## config.mk

```make
export PLATFORM = sky130hd
export DESIGN_NAME = cell_draw_scheduler
export DESIGN_NICKNAME = d
export VERILOG_FILES = /design/src/rtl/cell_draw_scheduler.sv
export SDC_FILE = /design/constraint.sdc
export NUM_CORES = 1
export LEC_CHECK = 0
export BUFFER_PORTS_ARGS = -buffer_cell sky130_fd_sc_hd__buf_4
export CORE_MARGIN = 2
export CORE_UTILIZATION = 30
export CTS_CLUSTER_SIZE = 20
export DETAILED_ROUTE_END_ITERATION = 12
export HOLD_SLACK_MARGIN = 0.02
export PLACE_DENSITY = 0.49
export SYNTH_ARGS = -nofsm -noshare
export SYNTH_HDL_FRONTEND = slang
export SYNTH_SLANG_ARGS = --single-unit
```

## constraint.sdc

```tcl
create_clock -name CLOCK_50 -period 7 [get_ports CLOCK_50]
set_input_delay 0.7 -clock CLOCK_50 [delete_from_list [all_inputs] [get_ports CLOCK_50]]
set_output_delay 0.7 -clock CLOCK_50 [all_outputs]
set_load 0.02 [all_outputs]
```

## src/rtl/cell_draw_scheduler.sv

```systemverilog
// cell_draw_scheduler
// Queues grid-cell redraw requests and hands them one at a time to the
// downstream block drawer. Grid coordinates are mapped to the pixel origin
// of the cell at pop time. Issue is throttled on the downstream busy flag,
// including the grid clear the drawer performs after reset.
module cell_draw_scheduler #(
   parameter int FIFO_DEPTH = 8,
   parameter int GRID_N     = 12,
   parameter int X0         = 214,
   parameter int Y0         = 32,
   parameter int PITCH      = 33
) (
   input  logic                          CLOCK_50,
   input  logic                          nReset,
   input  logic                          req_valid,
   output logic                          req_ready,
   input  logic [3:0]                    req_col,
   input  logic [3:0]                    req_row,
   input  logic                          req_on,
   input  logic                          drawing,
   output logic                          draw_enable,
   output logic                          state,
   output logic [9:0]                    X,
   output logic [8:0]                    Y,
   output logic                          idle,
   output logic [$clog2(FIFO_DEPTH):0]   fifo_count,
   output logic                          err_drop
);

   localparam int AW = $clog2(FIFO_DEPTH);
   localparam int CW = AW + 1;
   localparam logic [4:0]    GRID_LIM = 5'(GRID_N);
   localparam logic [CW-1:0] FULL_CNT = CW'(FIFO_DEPTH);

   typedef enum logic [2:0] {
      S_INIT_HI,
      S_INIT_LO,
      S_IDLE,
      S_ISSUE,
      S_WAIT_HI,
      S_WAIT_LO,
      S_GAP
   } fsm_t;

   fsm_t          fsm_q, fsm_d;
   logic [AW-1:0] wr_ptr_q, wr_ptr_d;
   logic [AW-1:0] rd_ptr_q, rd_ptr_d;
   logic [CW-1:0] count_q, count_d;
   logic          full_q, full_d;
   logic          draw_enable_q, draw_enable_d;
   logic          state_q, state_d;
   logic [9:0]    x_q, x_d;
   logic [8:0]    y_q, y_d;
   logic          idle_q, idle_d;
   logic          err_drop_q, err_drop_d;

   // Queue storage: {col[3:0], row[3:0], on}
   logic [8:0]    mem [FIFO_DEPTH];
   logic [8:0]    head;
   logic          ready;
   logic          accept;
   logic          in_range;
   logic          push;
   logic          pop;
   logic [9:0]    x_calc;
   logic [8:0]    y_calc;

   // Handshake decode: accepted requests that fall outside the grid are dropped
   always_comb begin
      ready    = (fsm_q != S_INIT_HI) && (fsm_q != S_INIT_LO) && !full_q;
      accept   = req_valid && ready;
      in_range = ({1'b0, req_col} < GRID_LIM) && ({1'b0, req_row} < GRID_LIM);
      push     = accept && in_range;
      pop      = (fsm_q == S_IDLE) && (count_q != '0);
   end

   // Queue write port; contents need no reset since the pointers gate reads
   always_ff @(posedge CLOCK_50) begin
      if (push) begin
         mem[wr_ptr_q] <= {req_col, req_row, req_on};
      end
   end

   // Grid-to-pixel mapping of the queue head, used only when it is popped
   always_comb begin
      head   = mem[rd_ptr_q];
      x_calc = 10'(X0) + 10'(head[8:5]) * 10'(PITCH);
      y_calc = 9'(Y0) + 9'(head[4:1]) * 9'(PITCH);
   end

   // Next-state logic for the FSM, queue bookkeeping and registered outputs
   always_comb begin
      fsm_d      = fsm_q;
      wr_ptr_d   = wr_ptr_q;
      rd_ptr_d   = rd_ptr_q;
      count_d    = count_q;
      x_d        = x_q;
      y_d        = y_q;
      state_d    = state_q;
      err_drop_d = err_drop_q | (accept && !in_range);

      if (push) begin
         wr_ptr_d = wr_ptr_q + AW'(1);
      end
      if (pop) begin
         rd_ptr_d = rd_ptr_q + AW'(1);
         x_d      = x_calc;
         y_d      = y_calc;
         state_d  = head[0];
      end
      if (push && !pop) begin
         count_d = count_q + CW'(1);
      end else if (pop && !push) begin
         count_d = count_q - CW'(1);
      end

      unique case (fsm_q)
         S_INIT_HI: if (drawing)  fsm_d = S_INIT_LO;
         S_INIT_LO: if (!drawing) fsm_d = S_IDLE;
         S_IDLE:    if (pop)      fsm_d = S_ISSUE;
         S_ISSUE:                 fsm_d = S_WAIT_HI;
         S_WAIT_HI: if (drawing)  fsm_d = S_WAIT_LO;
         S_WAIT_LO: if (!drawing) fsm_d = S_GAP;
         // Drawer needs one cycle after busy falls before it can take a pulse
         S_GAP:                   fsm_d = S_IDLE;
         default:                 fsm_d = S_INIT_HI;
      endcase

      full_d        = (count_d == FULL_CNT);
      draw_enable_d = (fsm_d == S_ISSUE);
      idle_d        = (fsm_d == S_IDLE) && (count_d == '0);
   end

   // State registers with synchronous active-low reset
   always_ff @(posedge CLOCK_50) begin
      if (!nReset) begin
         fsm_q         <= S_INIT_HI;
         wr_ptr_q      <= '0;
         rd_ptr_q      <= '0;
         count_q       <= '0;
         full_q        <= 1'b0;
         draw_enable_q <= 1'b0;
         state_q       <= 1'b0;
         x_q           <= 10'(X0);
         y_q           <= 9'(Y0);
         idle_q        <= 1'b0;
         err_drop_q    <= 1'b0;
      end else begin
         fsm_q         <= fsm_d;
         wr_ptr_q      <= wr_ptr_d;
         rd_ptr_q      <= rd_ptr_d;
         count_q       <= count_d;
         full_q        <= full_d;
         draw_enable_q <= draw_enable_d;
         state_q       <= state_d;
         x_q           <= x_d;
         y_q           <= y_d;
         idle_q        <= idle_d;
         err_drop_q    <= err_drop_d;
      end
   end

   assign req_ready   = ready;
   assign draw_enable = draw_enable_q;
   assign state       = state_q;
   assign X           = x_q;
   assign Y           = y_q;
   assign idle        = idle_q;
   assign fifo_count  = count_q;
   assign err_drop    = err_drop_q;

endmodule

```

==> impl_metrics.py <==
metrics = {
    "run_status": {
        "status": "finished clean",
    },
    "worst_setup_path": {
        "r2r_cells": 10,
        "end_kind": "flop",
        "worst_ep_arrival_time_ps": 3490,
        "critical_path_class": "flop to flop",
        "crit_fanout": 17,
        "cp.required_ps": 7200,
        "timing.rr.end": "X[7]$_SDFFE_PN1P_",
        "startpoint_type": "flop",
        "ff2ff_setup_slack_ps": 3710,
    },
    "clocking": {
        "ctsHtreeMaxLevel": 3,
        "root_buffer": "clkbuf_16",
        "clk_pin_slew_ps": 70,
        "post_cts_resize_count": 0,
        "postCtsSetupRepairBufs": 0,
        "cts_buffer_depth": 2,
        "postCtsHoldBufs": 0,
        "tritoncts": "done",
        "clock_sinks": 111,
        "clk_latency_ps": 350,
        "cts_buffers": 9,
    },
    "routing": {
        "routed-via-count": 2638,
        "dr.pass1.iters": 4,
        "route.detailed.drc": 0,
        "ant_nets": 0,
        "drtIter0Drc": 315,
        "wl_per_cell_um": 16.8,
        "viasPerCell": 4.78,
        "wirelength_um": 9270,
    },
    "yosys": {
        "synth_top_area_cell": "edfxtp_1",
        "synth.most_common_cell": "edfxtp_1",
        "syn_area_mm2": 0.00457,
        "synth_seq_area_share_pct": 64.3,
        "async_flop_share_pct": 0,
        "synth-edff-count": 72,
        "synthFlopType": "edfxtp_1",
        "netlist_top_cells_area": "edfxtp_1 (47%), dfxtp_1 (17%), mux4_2 (8.9%)",
        "syn-num-nets": 346,
        "synth_seq_cells": 111,
        "synth_top_area_share_pct": 47.3,
        "netlist_instances": 319,
        "syn_area_per_cell_um2": 14.3,
        "synth.yosys.warnings": 0,
        "synth_commonest_cells": "edfxtp_1 (72), dfxtp_1 (39), nand2_1 (30)",
        "ys_types": 50,
    },
    "final_layout": {
        "fillers": 1472,
        "multi_input_area_mm2": 0.00155,
        "fin_cells": 552,
        "final_core_util_pct": 35.8,
        "regArea_mm2": 0.00294,
        "nets": 386,
        "antennaDiodeCount": 0,
        "syn2layout_area_growth_pct": 17.6,
        "stdcell_area_mm2": 0.00538,
        "drive_gt1_share_pct": 25.0,
    },
    "global_routing": {
        "grt_pass1_vias": 2616,
        "overflow": 0,
        "grt_use_total_pct": 12.1,
        "grt_antenna_before_repair": 0,
        "grt_start_max_net_pins": 28,
        "grt_first_pass_wirelength_um": 14900,
    },
    "power_and_ir_drop": {
        "power.density_mw_per_mm2": 246,
        "vdd_drop_max_mv": 0.138,
        "p_leak_nw": 1.85,
    },
    "die": {
        "floorplan.initialDensity_pct": 30.4,
        "dieHeight_um": 127,
        "coreArea_mm2": 0.0150,
        "die_w_um": 127,
        "dieArea_mm2": 0.0163,
        "ios": 41,
        "row_count": 45,
    },
    "timing": {
        "finalSetupTns_ps": 0,
        "hold_viol_final": 0,
        "final_max_slew_viol_count": 0,
        "setup_violations": 0,
        "worstMarginPinSlew_ps": 999,
        "grt_setup_unrepaired": "false",
        "clock_skew_ps": 8.87,
        "fmax_ghz": 0.304,
        "max_slew_margin_pct": 33.2,
        "min_period_ps": 3290,
        "whs_ps": 457,
        "min_period_over_period_pct": 47.0,
    },
    "placement": {
        "dpl_cell_area_mm2": 0.00509,
        "place_inst": 536,
        "place_congestion": 0.740,
        "io_buffers": 39,
        "dpl.hpwl_um": 6090,
    },
    "min_path": {
        "hold_depth": 2,
        "hold_path_end": "X[3]$_SDFFE_PN0P_",
        "min_path_type": "flop to flop",
        "min_from": "X[3]$_SDFFE_PN0P_",
    },
    "run": {
        "drv_cap": 0,
    },
}
-- metrics by stage --
stage | total power, mW | setup WS (ps)
floorplan | 0.805 | 3930
finish | 1.32 | 3710
global placement | 0.844 | 3760
global route | 1.38 | 3400
detailed placement | 0.845 | 3700
CTS | 1.34 | 3680
-- registers in the layout, summed over array words and instances, names as in the netlist, named ones only --
| register | flops |
|---|---|
| mem | 72 |
| X | 10 |
| Y | 8 |
| fifo_count | 4 |
| fsm_q | 3 |
| rd_ptr_q | 3 |
| wr_ptr_q | 3 |
| draw_enable | 1 |
| err_drop | 1 |
| full_q | 1 |
| idle | 1 |
| state | 1 |
-- placed cells by master (no fill, tap or decap), types with 3 or more instances in the layout --
master and n:
mux2i_1 3, o21ai_0 6, edfxtp_1 72, clkbuf_16 9, nand2_1 30, buf_4 44
a21oi_1 15, ha_1 13, a211oi_1 4, xnor2_1 7, nor2_1 21, or3_1 3
nand3_1 3, dfxtp_1 39, o211ai_1 6, and3_1 3, mux4_2 18, mux2_2 5
nor3_1 3, inv_1 9, inv_6 4, nand2b_1 5, xor2_1 3
-- final cells by class --
type                    instances  area share, %
inverters                      10          0.698
well taps                     188           4.37
clock buffers                   9           4.19
clock inverters                 7           1.14
repair buffers                 44           6.14
flip-flops and latches        111           54.7
multi-input cells             183           28.8
-- metal layers --
layer  vias up  share of wire, %  GRT usage (%)
met5         -                 0              0
met4         0               1.4           4.14
met3        10               4.3           3.43
met2        62                45           18.7
met1      1287                49           16.6
li1       1279                 -              -
-- critical path: stages (launching register included) --
cell and delay [ps]:
dfxtp_1 950, mux4_2 420, mux2i_1 260, inv_1 130
ha_1 310, ha_1 250, ha_1 220, nor2b_1 140
o21ai_1 240, xnor2_1 150, o21ai_1 70
-- worst max path at each step --
stage          startpoint                 to  slack, ps  depth (start not counted)
6_report             flop  X[7]$_SDFFE_PN1P_       3710                         10
5_1_grt              flop  X[9]$_SDFFE_PN0P_       3400                         10
4_1_cts              flop  X[7]$_SDFFE_PN1P_       3680                         10
3_5_place_dp         flop  X[7]$_SDFFE_PN1P_       3700                         10
3_3_place_gp         flop  X[7]$_SDFFE_PN1P_       3760                         10
2_1_floorplan        flop  X[7]$_SDFFE_PN1P_       3930                         12
-- cells by family after synthesis --
group                      synth area share (%)
xor gates and xnor gates                   1.91
buffers and inverters                      2.27
AOI/OAI and AO/OA                          6.87
and+or+nand+nor                            9.27
DFF                                        64.3
adders and majority gates                  4.21
muxes                                      11.1
other                                    0.0820
-- where the power goes --
group	internal (mW)	total (mW)	switching (mW)
registers	0.705	0.715	0.0102
logic	0.0502	0.114	0.0642
clock network	0.249	0.492	0.244
Power figures use the tool's default switching activity.
